[src/rtl/coe_upd_pkg.sv]
// Shared constants, FSM encoding and the saturation helper for the LMS
// coefficient-update sequencer.
package coe_upd_pkg;

    localparam int NTAP = 32;
    localparam int AW   = 5;
    localparam int DW   = 16;

    localparam logic [AW-1:0] LAST_TAP = AW'(NTAP - 1);

    typedef enum logic [1:0] {
        IDLE  = 2'd0,
        RUN   = 2'd1,
        DRAIN = 2'd2,
        CLR   = 2'd3
    } state_e;

    // Clamp a DW+1-bit two's-complement sum into DW bits.
    function automatic logic [DW-1:0] sat_dw(input logic [DW:0] s);
        logic [DW-1:0] r;
        if (s[DW] != s[DW-1]) begin
            r = s[DW] ? {1'b1, {(DW-1){1'b0}}} : {1'b0, {(DW-1){1'b1}}};
        end else begin
            r = s[DW-1:0];
        end
        return r;
    endfunction

endpackage

[src/rtl/coe_upd_alu.sv]
// Per-lane coefficient update: coef + (grad >>> lamda).
// Define COE_UPD_SAT_EN to saturate the result; otherwise it wraps to DW bits.
module coe_upd_alu
    import coe_upd_pkg::*;
(
    input  logic [DW-1:0] coef,
    input  logic [DW-1:0] grad,
    input  logic [3:0]    lamda,
    output logic [DW-1:0] res
);

    logic signed [DW-1:0] delta_s;
    logic        [DW:0]   sum_s;

    // Sign-extend both operands so the add cannot lose the carry.
    always_comb begin
        delta_s = $signed(grad) >>> lamda;
        sum_s   = {coef[DW-1], coef} + {delta_s[DW-1], delta_s};
`ifdef COE_UPD_SAT_EN
        res     = sat_dw(sum_s);
`else
        res     = sum_s[DW-1:0];
`endif
    end

endmodule

[src/rtl/coe_update_ctrl.sv]
// LMS coefficient-update sequencer: 3-stage fetch/read/write pipeline per tap
// plus a zeroing pass. Saturation is selected with COE_UPD_SAT_EN.
module coe_update_ctrl
    import coe_upd_pkg::*;
(
    input  logic          clk,
    input  logic          reset,
    input  logic          start,
    input  logic          clear,
    input  logic          freeze,
    input  logic [3:0]    lamda,
    output logic          grad_req,
    output logic [AW-1:0] grad_idx,
    input  logic          grad_vld,
    input  logic [DW-1:0] grad_i,
    input  logic [DW-1:0] grad_q,
    output logic          ram_re,
    output logic [AW-1:0] ram_raddr,
    input  logic [DW-1:0] ram_rdata_i,
    input  logic [DW-1:0] ram_rdata_q,
    output logic          ram_we,
    output logic [AW-1:0] ram_waddr,
    output logic [DW-1:0] ram_wdata_i,
    output logic [DW-1:0] ram_wdata_q,
    output logic          busy,
    output logic          done
);

    state_e        state_q, state_d;
    logic [AW-1:0] tap_q, tap_d;
    logic [3:0]    lamda_q, lamda_d;
    logic          s1_vld_q, s1_vld_d;
    logic [AW-1:0] s1_addr_q, s1_addr_d;
    logic [DW-1:0] g_i_q, g_i_d, g_q_q, g_q_d;
    logic          we_q, we_d;
    logic [AW-1:0] waddr_q, waddr_d;
    logic [DW-1:0] wd_i_q, wd_i_d, wd_q_q, wd_q_d;
    logic          busy_q, busy_d;
    logic          done_q, done_d;
    logic          req_s, xfer_s;
    logic [DW-1:0] sum_i_s, sum_q_s;

    coe_upd_alu u_alu_i (.coef(ram_rdata_i), .grad(g_i_q), .lamda(lamda_q), .res(sum_i_s));
    coe_upd_alu u_alu_q (.coef(ram_rdata_q), .grad(g_q_q), .lamda(lamda_q), .res(sum_q_s));

    // Next-state, tap issue and pipeline advance.
    always_comb begin
        state_d   = state_q;
        tap_d     = tap_q;
        lamda_d   = lamda_q;
        s1_vld_d  = 1'b0;
        s1_addr_d = s1_addr_q;
        g_i_d     = g_i_q;
        g_q_d     = g_q_q;
        we_d      = s1_vld_q;
        waddr_d   = s1_addr_q;
        wd_i_d    = s1_vld_q ? sum_i_s : {DW{1'b0}};
        wd_q_d    = s1_vld_q ? sum_q_s : {DW{1'b0}};
        done_d    = 1'b0;
        req_s     = 1'b0;
        xfer_s    = 1'b0;
        case (state_q)
            IDLE: begin
                if (clear) begin
                    state_d = CLR;
                    tap_d   = {AW{1'b0}};
                end else if (start) begin
                    state_d = RUN;
                    tap_d   = {AW{1'b0}};
                    lamda_d = lamda;
                end else begin
                    state_d = IDLE;
                end
            end
            RUN: begin
                req_s  = ~freeze;
                xfer_s = req_s & grad_vld;
                if (xfer_s) begin
                    s1_vld_d  = 1'b1;
                    s1_addr_d = tap_q;
                    g_i_d     = grad_i;
                    g_q_d     = grad_q;
                    tap_d     = tap_q + AW'(1);
                    if (tap_q == LAST_TAP) begin
                        state_d = DRAIN;
                    end else begin
                        state_d = RUN;
                    end
                end else begin
                    state_d = RUN;
                end
            end
            DRAIN: begin
                // Last write is on the bus now; done lands the cycle after it.
                if (!s1_vld_q) begin
                    state_d = IDLE;
                    done_d  = 1'b1;
                end else begin
                    state_d = DRAIN;
                end
            end
            CLR: begin
                if (we_q && (waddr_q == LAST_TAP)) begin
                    state_d = IDLE;
                    done_d  = 1'b1;
                end else if (!freeze) begin
                    we_d    = 1'b1;
                    waddr_d = tap_q;
                    wd_i_d  = {DW{1'b0}};
                    wd_q_d  = {DW{1'b0}};
                    tap_d   = tap_q + AW'(1);
                end else begin
                    state_d = CLR;
                end
            end
            default: begin
                state_d = IDLE;
            end
        endcase
        busy_d = (state_d != IDLE);
    end

    // State, pipeline and output registers.
    always_ff @(posedge clk or posedge reset) begin
        if (reset) begin
            state_q   <= IDLE;
            tap_q     <= {AW{1'b0}};
            lamda_q   <= 4'd0;
            s1_vld_q  <= 1'b0;
            s1_addr_q <= {AW{1'b0}};
            g_i_q     <= {DW{1'b0}};
            g_q_q     <= {DW{1'b0}};
            we_q      <= 1'b0;
            waddr_q   <= {AW{1'b0}};
            wd_i_q    <= {DW{1'b0}};
            wd_q_q    <= {DW{1'b0}};
            busy_q    <= 1'b0;
            done_q    <= 1'b0;
        end else begin
            state_q   <= state_d;
            tap_q     <= tap_d;
            lamda_q   <= lamda_d;
            s1_vld_q  <= s1_vld_d;
            s1_addr_q <= s1_addr_d;
            g_i_q     <= g_i_d;
            g_q_q     <= g_q_d;
            we_q      <= we_d;
            waddr_q   <= waddr_d;
            wd_i_q    <= wd_i_d;
            wd_q_q    <= wd_q_d;
            busy_q    <= busy_d;
            done_q    <= done_d;
        end
    end

    assign grad_req    = req_s;
    assign grad_idx    = tap_q;
    assign ram_re      = xfer_s;
    assign ram_raddr   = tap_q;
    assign ram_we      = we_q;
    assign ram_waddr   = waddr_q;
    assign ram_wdata_i = wd_i_q;
    assign ram_wdata_q = wd_q_q;
    assign busy        = busy_q;
    assign done        = done_q;

endmodule
[config.mk]
export PLATFORM = sky130hd
export DESIGN_NAME = coe_update_ctrl
export DESIGN_NICKNAME = d
export VERILOG_FILES = /design/src/rtl/coe_upd_pkg.sv /design/src/rtl/coe_upd_alu.sv /design/src/rtl/coe_update_ctrl.sv
export SDC_FILE = /design/constraint.sdc
export NUM_CORES = 1
export LEC_CHECK = 0
export BUFFER_PORTS_ARGS = -buffer_cell sky130_fd_sc_hd__buf_2
export CAP_MARGIN = 20
export CORE_MARGIN = 5
export CORE_UTILIZATION = 52
export CTS_BUF_LIST = sky130_fd_sc_hd__clkbuf_4
export DETAILED_ROUTE_END_ITERATION = 8
export PLACE_DENSITY = 0.8
export SETUP_SLACK_MARGIN = 0.3
export SLEW_MARGIN = 20
export SYNTH_ARGS = -nofsm -noshare
export SYNTH_HDL_FRONTEND = slang
export SYNTH_HIERARCHICAL = 1
export SYNTH_SLANG_ARGS = --single-unit
[constraint.sdc]
create_clock -name clk -period 3.5 [get_ports clk]
set_input_delay 0.175 -clock clk [delete_from_list [all_inputs] [get_ports clk]]
set_output_delay 0.175 -clock clk [all_outputs]
set_load 0.01 [all_outputs]
==> qor.csv <==
stage,metric,value,unit
synthesis,synth_ff_type,dfrtp_1,
timing,final_hold_viol_count,0,
hold_path,hold_start,clear,
timing,worstMarginPinSlew,0.948,ns
global_route,grt_overflow_total,0,
clocking,clockBufferDepth,2,
synthesis,synthTopCellsByArea,"dfrtp_1, mux2_2, ha_1",
routing,routed_wl,17.5,mm
synthesis,seq_area_frac_synth,35.9,%
place,placed_cells,866,
die,num_rows,40,
final_layout,nets,917,
setup_path,reg2reg_from,lamda_q[0],
final_layout,final_cells,962,
setup_path,required,3.92,ns
routing,drtIter0Drc,425,
hold_path,min_path_type,in -> reg,
outcome,status,finished clean,
timing,rsz0062_at_grt,true,
die,die_x,119,um
synthesis,yosys-top-cells-count,"dfrtp_1, nor2_1, nand2_1",
timing,setup_ws,0.120,ns
global_route,antenna_found_initial,1,
clocking,clkTransAtPathRegs,0.15,ns
synthesis,ys_async_sr_fraction,100,%
die,start_util,52.4,%
place,place_ws,0.105,ns
power,power_leakage,3.86,nW
final_layout,fillerInstances,891,
setup_path,path_class,reg -> reg,
global_route,grt_pass1_wl,26.6,mm
timing,fmax,0.296,GHz
final_layout,utilization,68.2,%
routing,dr.pass1.iters,5,
flow_run,maxCapViolations,0,
routing,vias_per_cell,5.90,
power,p_per_area,1230,nW/um2
die,core-area,11900,um2
timing,post-route-min-period,3.38,ns
final_layout,drive_gt1_share,39.2,%
place,place_congestion,0.927,
synthesis,yosysMostFrequentCell,dfrtp_1,
place,portBuffers,125,
routing,wl_per_cell,18.2,um
clocking,cts_buffers,9,
synthesis,synth_area_leader_cell,dfrtp_1,
synthesis,synth_area_per_cell,10.1,um2
clocking,cts_tree,built,
synthesis,synth_edf_count,0,
synthesis,synth_cell_type_count,67,
final_layout,regArea,2230,um2
die,die_h,119,um
synthesis,yosysWarningCount,6,
global_route,first_global_vias,5536,
routing,vias,5673,
timing,fin_crit_sh,96.6,%
synthesis,syn_area,6210,um2
die,dieArea,14200,um2
synthesis,synth_cells,617,
clocking,insertion_delay,0.46,ns
setup_path,cp.arrival,3.80,ns
clocking,cts_max_level,3,
setup_path,end_kind,flop,
timing,skew,0.0173,ns
timing,slew_viol_final,0,
setup_path,cp-start-kind,flop,
timing,maxSlewHeadroom,36.8,%
global_route,grt_usage,23.1,%
clocking,clkSinkCount,89,
power,ir_drop,0.000548,V
routing,ant_nets,0,
setup_path,worst-path-max-fanout,7,
synthesis,syn-num-nets,725,
routing,drc,0,
final_layout,multi_input_area,3970,um2
timing,setup_violations,0,
place,dp_hpwl,11.5,mm
synthesis,synth.top_cell.area_share,35.9,%
final_layout,syn_to_final_growth,30.2,%
clocking,root_buffer,clkbuf_4,
die,ios,126,
setup_path,startpoint,lamda_q[0],
global_route,grt_max_degree,40,
synthesis,ys_ff_latch,89,
cells in the final DEF, fill, tap and decap left out, drive strengths merged, types with 5 or more instances in the layout:
| cell | synthesis | layout |
|---|---|---|
| mux2 | 65 | 65 |
| mux4 | 11 | 11 |
| clkbuf | 14 | 10 |
| and3 | 38 | 38 |
| o21ai | 35 | 35 |
| o21bai | 6 | 6 |
| a211oi | 7 | 7 |
| ha | 32 | 32 |
| a21o | 9 | 9 |
| nor2 | 47 | 47 |
| nor3 | 9 | 9 |
| clkinv | 2 | 6 |
| nand2 | 43 | 43 |
| o211ai | 6 | 6 |
| xor2 | 9 | 9 |
| buf | 26 | 181 |
| dfrtp | 89 | 89 |
| dlygate4sd3 | 0 | 39 |
| a21oi | 41 | 41 |
| mux2i | 26 | 26 |
| nand3 | 7 | 7 |
| o21a | 5 | 5 |
| inv | 18 | 19 |
| xnor2 | 16 | 16 |
logic make-up after synthesis:
logic type | after synthesis | share of synthesized area [%]
AO/OA/AOI/OAI | 134 | 14.4
XOR/XNOR | 25 | 3.52
adder cells (fa/ha/maj) | 34 | 7.09
buffers and inverters | 60 | 4.79
flip-flops | 89 | 35.9
multiplexers | 102 | 20.1
AND/OR/NAND/NOR | 173 | 14.2
sequential cells by signal, indices dropped and copies added (netlist names), 2 cells and up:
| register | flops |
|---|---|
| grad_idx | 5 |
| ram_wdata_i | 16 |
| g_i_q | 16 |
| g_q_q | 16 |
| ram_waddr | 5 |
| s1_addr_q | 5 |
| lamda_q | 4 |
| state_q | 2 |
| ram_wdata_q | 16 |
stage by stage:
stage | TNS (ns) | area (um2) | power, mW | hold slack [ns]
floorplan | 0 | 6210 | 6.46 | 0.304
finish | 0 | 8090 | 9.91 | 0.0636
global route | -0.154 | 8090 | 10.6 | 0.0624
detailed placement | 0 | 6930 | 7.80 | 0.121
CTS | 0 | 7660 | 8.84 | 0.00857
global placement | 0 | 6930 | 7.58 | 0.115
layout make-up:
| type | instances | area share, % |
|---|---|---|
| flip-flops and latches | 89 | 27.6 |
| well taps | 147 | 2.27 |
| diodes | 1 | 0.0309 |
| repair buffers | 221 | 18.5 |
| multi-input cells | 468 | 49.1 |
| clock buffers | 9 | 0.835 |
| clock inverters | 7 | 0.634 |
| inverters | 20 | 0.990 |
path summary, 6_finish.rpt:
check / endpoint / slack, ns / cells past startpoint
setup / recovery: ram_wdata_q[15] / 0.12 / 15
hold / removal: state_q[1] / 0.06 / 3
setup reg to reg: ram_wdata_q[15] / 0.12 / 15
hold reg to reg: s1_addr_q[2] / 0.50 / 1
max in group asynchronous: lamda_q[1] / 2.56 / 4
min in group asynchronous: ram_wdata_i[5] / 0.16 / 3
report_power, final:
group | switching [mW] | internal [mW] | total (mW)
clock | 0.380 | 0.151 | 0.532
combinational | 3.80 | 3.69 | 7.49
sequential | 0.435 | 1.45 | 1.89
worst max-delay path, stage by stage (launching register included):
cell	delay, ns
dfrtp_2	0.48
buf_4	0.14
buf_6	0.09
clkinvlp_4	0.12
a211oi_1	0.23
a21oi_1	0.13
mux2_4	0.31
mux2_4	0.30
ha_4	0.27
a21o_4	0.12
a21oi_4	0.06
o31a_4	0.37
o21ai_4	0.18
a41oi_2	0.13
xnor2_1	0.22
and3_1	0.18
metal layers:
metal	track usage [%]	vias to the layer above	part of all wire, %
met1	27.4	2716	39
met3	5.75	69	6.4
li1	-	2632	-
met2	39.8	256	51
met4	9.52	0	4.1
met5	0	-	0
timing repair:
item | CTS | global route
endpoints found under the hold margin | 52 | 0
buffers inserted | 14 | 25
gates cloned | 0 | 1
pin swaps | 14 | 31
hold buffers | 39 | 0
setup endpoints to repair | 18 | 17
resized for setup | 34 | 52
No activity file was read; power rests on OpenSTA's default activity.
